File: src/rtl/e_reg_if.sv
// Decode->Execute register bundle: decode results and hazard inputs in, E fields,
// F/D hazard controls and bubble performance counters out.
interface e_reg_if #(parameter int CNT_W = 32);
  logic [2:0]       d_stat;
  logic [3:0]       d_icode, d_ifun;
  logic [63:0]      d_valC, d_valA, d_valB;
  logic [3:0]       d_dstE, d_dstM, d_srcA, d_srcB;
  logic [3:0]       D_icode, M_icode;
  logic             e_Cnd;
  logic             ext_stall;

  logic [2:0]       E_stat;
  logic [3:0]       E_icode, E_ifun;
  logic [63:0]      E_valC, E_valA, E_valB;
  logic [3:0]       E_dstE, E_dstM, E_srcA, E_srcB;
  logic             F_stall, D_stall, D_bubble;
  logic [CNT_W-1:0] bubble_cnt, loaduse_cnt;

  modport slave (
    input  d_stat, d_icode, d_ifun, d_valC, d_valA, d_valB,
           d_dstE, d_dstM, d_srcA, d_srcB, D_icode, M_icode, e_Cnd, ext_stall,
    output E_stat, E_icode, E_ifun, E_valC, E_valA, E_valB,
           E_dstE, E_dstM, E_srcA, E_srcB, F_stall, D_stall, D_bubble,
           bubble_cnt, loaduse_cnt
  );

  modport master (
    output d_stat, d_icode, d_ifun, d_valC, d_valA, d_valB,
           d_dstE, d_dstM, d_srcA, d_srcB, D_icode, M_icode, e_Cnd, ext_stall,
    input  E_stat, E_icode, E_ifun, E_valC, E_valA, E_valB,
           E_dstE, E_dstM, E_srcA, E_srcB, F_stall, D_stall, D_bubble,
           bubble_cnt, loaduse_cnt
  );
endinterface

File: src/rtl/e_reg.sv
// Y86-64 Decode->Execute register with load/use, mispredict and ret hazard control; 1-cycle latency.
// ext_stall freezes E and the counters; F/D controls are combinational and left ungated by ext_stall.
module e_reg #(
  parameter int CNT_W = 32
) (
  input logic  clk,
  input logic  rst_n,
  e_reg_if.slave bus
);

  localparam logic [3:0] I_NOP    = 4'h1;
  localparam logic [3:0] I_MRMOVQ = 4'h5;
  localparam logic [3:0] I_JXX    = 4'h7;
  localparam logic [3:0] I_RET    = 4'h9;
  localparam logic [3:0] I_POPQ   = 4'hB;
  localparam logic [3:0] R_NONE   = 4'hF;

  typedef struct packed {
    logic [2:0]  stat;
    logic [3:0]  icode;
    logic [3:0]  ifun;
    logic [63:0] valC;
    logic [63:0] valA;
    logic [63:0] valB;
    logic [3:0]  dstE;
    logic [3:0]  dstM;
    logic [3:0]  srcA;
    logic [3:0]  srcB;
  } e_t;

  // Bubble carries stat=AOK so a squashed fault never reaches execute.
  localparam e_t BUBBLE = '{stat: 3'd1, icode: I_NOP, ifun: 4'd0,
                            valC: 64'd0, valA: 64'd0, valB: 64'd0,
                            dstE: R_NONE, dstM: R_NONE, srcA: R_NONE, srcB: R_NONE};

  e_t               e_q, e_d;
  logic [CNT_W-1:0] bubble_cnt_q, bubble_cnt_d;
  logic [CNT_W-1:0] loaduse_cnt_q, loaduse_cnt_d;
  logic             lu, mp, rt, e_bubble;

  always_comb begin
    lu = ((e_q.icode == I_MRMOVQ) || (e_q.icode == I_POPQ)) &&
         (e_q.dstM != R_NONE) &&
         ((e_q.dstM == bus.d_srcA) || (e_q.dstM == bus.d_srcB));
    mp = (e_q.icode == I_JXX) && !bus.e_Cnd;
    rt = (bus.D_icode == I_RET) || (e_q.icode == I_RET) || (bus.M_icode == I_RET);
    e_bubble = mp | lu;
  end

  assign bus.F_stall  = rst_n & (lu | rt);
  assign bus.D_stall  = rst_n & lu;
  assign bus.D_bubble = rst_n & (mp | (rt & ~lu));

  always_comb begin
    e_d           = e_q;
    bubble_cnt_d  = bubble_cnt_q;
    loaduse_cnt_d = loaduse_cnt_q;
    if (!bus.ext_stall) begin
      if (e_bubble) begin
        e_d = BUBBLE;
        if (bubble_cnt_q != '1) bubble_cnt_d = bubble_cnt_q + 1'b1;
      end else begin
        e_d = '{stat: bus.d_stat, icode: bus.d_icode, ifun: bus.d_ifun,
                valC: bus.d_valC, valA: bus.d_valA, valB: bus.d_valB,
                dstE: bus.d_dstE, dstM: bus.d_dstM, srcA: bus.d_srcA, srcB: bus.d_srcB};
      end
      if (lu && (loaduse_cnt_q != '1)) loaduse_cnt_d = loaduse_cnt_q + 1'b1;
    end
  end

  always_ff @(posedge clk or negedge rst_n) begin
    if (!rst_n) begin
      e_q           <= BUBBLE;
      bubble_cnt_q  <= '0;
      loaduse_cnt_q <= '0;
    end else begin
      e_q           <= e_d;
      bubble_cnt_q  <= bubble_cnt_d;
      loaduse_cnt_q <= loaduse_cnt_d;
    end
  end

  assign bus.E_stat      = e_q.stat;
  assign bus.E_icode     = e_q.icode;
  assign bus.E_ifun      = e_q.ifun;
  assign bus.E_valC      = e_q.valC;
  assign bus.E_valA      = e_q.valA;
  assign bus.E_valB      = e_q.valB;
  assign bus.E_dstE      = e_q.dstE;
  assign bus.E_dstM      = e_q.dstM;
  assign bus.E_srcA      = e_q.srcA;
  assign bus.E_srcB      = e_q.srcB;
  assign bus.bubble_cnt  = bubble_cnt_q;
  assign bus.loaduse_cnt = loaduse_cnt_q;

endmodule
File: src/flat_wrapper.sv
// flat-port wrapper written by rule: the top's interface ports become plain ports
module e_reg_flat 
#(
  parameter int CNT_W = 32
)
  (clk, rst_n, bus_d_stat, bus_d_icode, bus_d_ifun, bus_d_valC, bus_d_valA, bus_d_valB, bus_d_dstE, bus_d_dstM, bus_d_srcA, bus_d_srcB, bus_D_icode, bus_M_icode, bus_e_Cnd, bus_ext_stall, bus_E_stat, bus_E_icode, bus_E_ifun, bus_E_valC, bus_E_valA, bus_E_valB, bus_E_dstE, bus_E_dstM, bus_E_srcA, bus_E_srcB, bus_F_stall, bus_D_stall, bus_D_bubble, bus_bubble_cnt, bus_loaduse_cnt);
  e_reg_if #(.CNT_W(CNT_W)) bus_i ();
  input logic clk;
  input logic rst_n;
  input wire logic [$bits(bus_i.d_stat)-1:0] bus_d_stat;
  input wire logic [$bits(bus_i.d_icode)-1:0] bus_d_icode;
  input wire logic [$bits(bus_i.d_ifun)-1:0] bus_d_ifun;
  input wire logic [$bits(bus_i.d_valC)-1:0] bus_d_valC;
  input wire logic [$bits(bus_i.d_valA)-1:0] bus_d_valA;
  input wire logic [$bits(bus_i.d_valB)-1:0] bus_d_valB;
  input wire logic [$bits(bus_i.d_dstE)-1:0] bus_d_dstE;
  input wire logic [$bits(bus_i.d_dstM)-1:0] bus_d_dstM;
  input wire logic [$bits(bus_i.d_srcA)-1:0] bus_d_srcA;
  input wire logic [$bits(bus_i.d_srcB)-1:0] bus_d_srcB;
  input wire logic [$bits(bus_i.D_icode)-1:0] bus_D_icode;
  input wire logic [$bits(bus_i.M_icode)-1:0] bus_M_icode;
  input wire logic [$bits(bus_i.e_Cnd)-1:0] bus_e_Cnd;
  input wire logic [$bits(bus_i.ext_stall)-1:0] bus_ext_stall;
  output wire logic [$bits(bus_i.E_stat)-1:0] bus_E_stat;
  output wire logic [$bits(bus_i.E_icode)-1:0] bus_E_icode;
  output wire logic [$bits(bus_i.E_ifun)-1:0] bus_E_ifun;
  output wire logic [$bits(bus_i.E_valC)-1:0] bus_E_valC;
  output wire logic [$bits(bus_i.E_valA)-1:0] bus_E_valA;
  output wire logic [$bits(bus_i.E_valB)-1:0] bus_E_valB;
  output wire logic [$bits(bus_i.E_dstE)-1:0] bus_E_dstE;
  output wire logic [$bits(bus_i.E_dstM)-1:0] bus_E_dstM;
  output wire logic [$bits(bus_i.E_srcA)-1:0] bus_E_srcA;
  output wire logic [$bits(bus_i.E_srcB)-1:0] bus_E_srcB;
  output wire logic [$bits(bus_i.F_stall)-1:0] bus_F_stall;
  output wire logic [$bits(bus_i.D_stall)-1:0] bus_D_stall;
  output wire logic [$bits(bus_i.D_bubble)-1:0] bus_D_bubble;
  output wire logic [$bits(bus_i.bubble_cnt)-1:0] bus_bubble_cnt;
  output wire logic [$bits(bus_i.loaduse_cnt)-1:0] bus_loaduse_cnt;
  assign bus_i.d_stat = bus_d_stat;
  assign bus_i.d_icode = bus_d_icode;
  assign bus_i.d_ifun = bus_d_ifun;
  assign bus_i.d_valC = bus_d_valC;
  assign bus_i.d_valA = bus_d_valA;
  assign bus_i.d_valB = bus_d_valB;
  assign bus_i.d_dstE = bus_d_dstE;
  assign bus_i.d_dstM = bus_d_dstM;
  assign bus_i.d_srcA = bus_d_srcA;
  assign bus_i.d_srcB = bus_d_srcB;
  assign bus_i.D_icode = bus_D_icode;
  assign bus_i.M_icode = bus_M_icode;
  assign bus_i.e_Cnd = bus_e_Cnd;
  assign bus_i.ext_stall = bus_ext_stall;
  assign bus_E_stat = bus_i.E_stat;
  assign bus_E_icode = bus_i.E_icode;
  assign bus_E_ifun = bus_i.E_ifun;
  assign bus_E_valC = bus_i.E_valC;
  assign bus_E_valA = bus_i.E_valA;
  assign bus_E_valB = bus_i.E_valB;
  assign bus_E_dstE = bus_i.E_dstE;
  assign bus_E_dstM = bus_i.E_dstM;
  assign bus_E_srcA = bus_i.E_srcA;
  assign bus_E_srcB = bus_i.E_srcB;
  assign bus_F_stall = bus_i.F_stall;
  assign bus_D_stall = bus_i.D_stall;
  assign bus_D_bubble = bus_i.D_bubble;
  assign bus_bubble_cnt = bus_i.bubble_cnt;
  assign bus_loaduse_cnt = bus_i.loaduse_cnt;
  e_reg #(.CNT_W(CNT_W)) u_core (.clk(clk), .rst_n(rst_n), .bus(bus_i));
endmodule
File: config.mk
export PLATFORM = sky130hd
export DESIGN_NAME = e_reg_flat
export DESIGN_NICKNAME = d
export VERILOG_FILES = /design/src/rtl/e_reg_if.sv /design/src/rtl/e_reg.sv /design/src/flat_wrapper.sv
export SDC_FILE = /design/constraint.sdc
export NUM_CORES = 1
export LEC_CHECK = 0
export BUFFER_PORTS_ARGS = -buffer_cell sky130_fd_sc_hd__buf_2
export CORE_AREA = 2 2 204 206
export DETAILED_ROUTE_END_ITERATION = 16
export DIE_AREA = 0 0 206 208
export MAX_ROUTING_LAYER = met4
export PLACE_DENSITY_LB_ADDON = 0.15
export SETUP_SLACK_MARGIN = 0.02
export SYNTH_ARGS = -nofsm -noshare
export SYNTH_HDL_FRONTEND = slang
export SYNTH_SLANG_ARGS = --single-unit
File: constraint.sdc
create_clock -name clk -period 2.1 [get_ports clk]
set_clock_uncertainty 0.1 [all_clocks]
set_input_delay 0.42 -clock clk [delete_from_list [all_inputs] [get_ports clk]]
set_output_delay 0.42 -clock clk [all_outputs]
set_load 0.01 [all_outputs]
==> impl_results.md <==
* Pre-antenna DRT Iters at 4
* Top cell type's share of synthesized area at 59.9%
* Post-layout util at between 40% and 50%
* Antenna Violating Nets Remaining at 0
* Final WL at 40.6 mm
* Placed Instances at 1,890
* First-iteration detailed-routing DRC count at 390
* WP data required at 1580 ps
* Hold crit path type: in2reg
* EDFF count, synth at 0
* Slew Viols, Final at 0
* Max-cap violations at 0
* Failing checks: setup timing
* Cell with the largest stage delay on the worst path: dfstp_2
* Synth Cell Area at 11,100 µm²
* Critical Path AT at between 2000 and 2500 ps
* # fillers at around 3,800
* RD Place Congestion at between 0.8 and 0.9
* Vias at approximately 10,000
* Register area at 7100 µm²
* Slew headroom at 41.8%
* Final worst slack at -475 ps
* Fraction of registers with async set or reset after synthesis at 100%
* RSZ-0062 raised after global routing: yes
* Met3 track demand over resource at 4.34%
* R2r setup slk at -290 ps
* Post-Layout Cell Count at around 2,200
* Vias per Instance at 4.59
* CTS sink count at between 200 and 300
* Die span in y at 208 µm
* Hold wc startpoint: bus_d_valC[43]
* TritonCTS clock tree: yes
* H-tree levels at 2
* Hold EP: u_core.bus.E_valC[43]
* CTS clk-pin slew, worst paths at 60 ps
* Hold Fails Final Rpt at 0
* Sequential area share after synthesis at between 60 and 70%
* Nets at 1,861
* Post-DP HPWL at 27.7 mm
* Synthesized instance count at 801
* Initial Util at around 27%
* DRC violations left at 0
* Kind of critical path: reg2out
* Met1 Use GR at 23.2%
* Die area at 42,800 µm²
* Layout cells sized above 1 at 47.1%
* Period utilization at 123%
* Syn. warnings at 0
* Multi-input gate area at 3990 µm²
* Max stage delay on crit path at 600 ps
* Most used routing layer: met2
* Mean Syn Cell Area at 13.8 µm²
* Worst r2r dst: u_core.bus.loaduse_cnt[27]
* Initial antenna violation count at 1
* Avg WL per Cell at 18.6 µm
* Vias in the first global route at 10,800
* Leakage at approximately 0.0097 µW
* Io pins at slightly above 500
* Largest net degree at the start of global routing at roughly 120
* Ranking of synthesized cells by area: dfrtp_1, a22o_1, dfstp_2, xnor2_1, xor2_1
* CTS root buffer: clkbuf_16
* Port bufs at 516
* Pwr Density at between 700 and 800 nW/µm²
* Status: finished, violations left
* Clk_lat worst skew at ~530 ps
* RR Startpoint: u_core.bus.E_dstM[3]
* # rows at 74
* Post-Place Worst Slack at -236 ps
* CP max FO at 4
* First-pass GRT wire length at 62.4 mm
* Area Overhead vs Synth at 72.1%
* Clock buffer depth at 3
* Worst vdd rail ir drop at 499 µV
* Fin crit period at approximately 2600 ps
* Mapped Nets at just over 1,000
* Final setup violation count at 264
* Gr ovfl total at 0
* Seq cells post-synth at 283
* Least-Margin Pin Slew at 873 ps
* CP startpoint kind: flip-flop
* Crit. End Element: output pin
* CTS buffer count at 34
* Hold Crit Depth at 2
* Most used flip-flop cell after synthesis: dfrtp_1
* Tot GR Track Use at 19.3%
* Die width at 206 µm
* CP cell instances: xnor2_2 > nand4_4 > a21o_1 > buf_6 > a21boi_2 > buf_2
* Core Footprint at between 40,000 and 50,000 µm²
* R2R depth at 8
* Met2 Resource Use GR at 32.2%
* Synth unique cells at 51
* FMAX at about 390 MHz
* Cell taking the most area after synthesis: dfrtp_1
[cell type report]
type	instances	area share, %
flip-flops and latches	283	37.3
repair buffers	846	32.1
multi-input cells	454	21.0
clock buffers	53	5.60
well taps	532	3.50
clock inverters	7	0.335
inverters	9	0.177
diodes	1	0.0131
[stage by stage]
stage | power (µW) | area [µm²] | hold slack (ps) | setup TNS (ps)
floorplan | 7310 | 11100 | 24.4 | -2.12
detailed placement | 8630 | 14900 | 156 | -27290
finish | 15000 | 19000 | 33.6 | -42590
global placement | 8620 | 14900 | 154 | -17190
global route | 15700 | 19000 | 11.2 | -62070
CTS | 15200 | 18900 | 1.03 | -17950
[repair_timing]
item | CTS | global route
pin swaps | 42 | 14
resized for setup | 78 | 27
gates cloned | 12 | 0
hold buffers | 204 | 0
hold endpoints to repair | 356 | 0
setup endpoints to repair | 260 | 267
setup buffers | 12 | 7
[cells in the mapped netlist, types with 3 or more instances]
cell and count:
dfrtp_1 265, a22o_1 201, xnor2_1 40, nand3_1 28, clkbuf_1 27, nand2_1 24, xor2_1 24, dfstp_2 18
o22a_1 18, buf_2 17, nor3_1 17, nand4_1 16, and3_1 13, buf_4 9, inv_1 9, nor2_1 9
nor4_1 9, and2_1 7, xnor2_2 4, and4_1 3, nor3_2 3, nor4bb_1 3
[state kept, by name, summed over array words and instances (netlist names)]
| name | flops |
|---|---|
| u_core.bus.bubble_cnt | 32 |
| u_core.bus.E_srcA | 4 |
| u_core.bus.E_valC | 64 |
| u_core.bus.E_valA | 64 |
| u_core.bus.loaduse_cnt | 32 |
| u_core.bus.E_icode | 4 |
| u_core.bus.E_srcB | 4 |
| u_core.bus.E_dstE | 4 |
| u_core.bus.E_ifun | 4 |
| u_core.bus.E_dstM | 4 |
| u_core.bus.E_stat | 3 |
| u_core.bus.E_valB | 64 |
[kinds of logic after synthesis]
family | count (synthesis) | synth area share, %
AND/OR/NAND/NOR | 152 | 8.54
buffers and inverters | 64 | 2.80
XOR/XNOR | 69 | 5.80
AO/OA/AOI/OAI | 229 | 18.2
flip-flops | 283 | 64.2
adder cells (fa/ha/maj) | 2 | 0.226
multiplexers | 2 | 0.204
[how the worst max path moves through the flow]
| stage | from | to | slack, ps | cells after the start |
|---|---|---|---|---|
| 6_report | u_core.bus.E_dstM[3] | bus_F_stall | -480 | 6 |
| 5_1_grt | u_core.bus.E_dstM[3] | bus_F_stall | -570 | 6 |
| 4_1_cts | u_core.bus.E_dstM[3] | bus_F_stall | -510 | 6 |
| 3_5_place_dp | bus_d_srcA[3] | u_core.bus.loaduse_cnt[27] | -240 | 8 |
| 3_3_place_gp | u_core.bus.E_dstM[0] | u_core.bus.loaduse_cnt[27] | -170 | 7 |
| 2_1_floorplan | u_core.bus.E_dstM[1] | u_core.bus.loaduse_cnt[28] | -2 | 6 |
[critical path, delay by kind of cell (launching register included)]
family / cells / cell delay, ps
XOR/XNOR: 1 / 150
AND/OR/NAND/NOR: 1 / 150
buffers and inverters: 2 / 270
AO/OA/AOI/OAI: 2 / 360
flip-flops: 1 / 600
[report_power, final]
part / internal (µW) / total [µW] / switching [µW] / leakage, µW
logic: 1470 / 2800 / 1330 / 0.00563
registers: 5980 / 6270 / 296 / 0.00351
clock network: 3610 / 5910 / 2300 / 0.000561
total: 11100 / 15000 / 3930 / 0.00971
[layer usage]
metal | up-vias | share of wire [%] | routed length (µm)
met3 | 61 | 5.8 | 2360
li1 | 4665 | - | -
met4 | 0 | 2.5 | 1010
met1 | 4972 | 41 | 16700
met5 | - | 0 | 0
met2 | 334 | 51 | 20500
[cell usage in the layout (no fill, tap or decap), drive strengths merged, types with 2 or more instances in the layout]
cell type / instances
a21oi: 3
a22o: 201
and2: 7
and3: 15
and4: 5
and4bb: 2
buf: 641
clkbuf: 54
clkinv: 5
dfrtp: 265
dfstp: 18
dlygate4sd3: 204
ha: 2
inv: 10
mux2: 2
nand2: 25
nand3: 30
nand4: 19
nor2: 10
nor3: 20
nor4: 10
nor4bb: 3
o21ai: 2
o22a: 18
or3: 2
xnor2: 44
xor2: 25
Note: power is estimated with default switching activity, not from simulation.
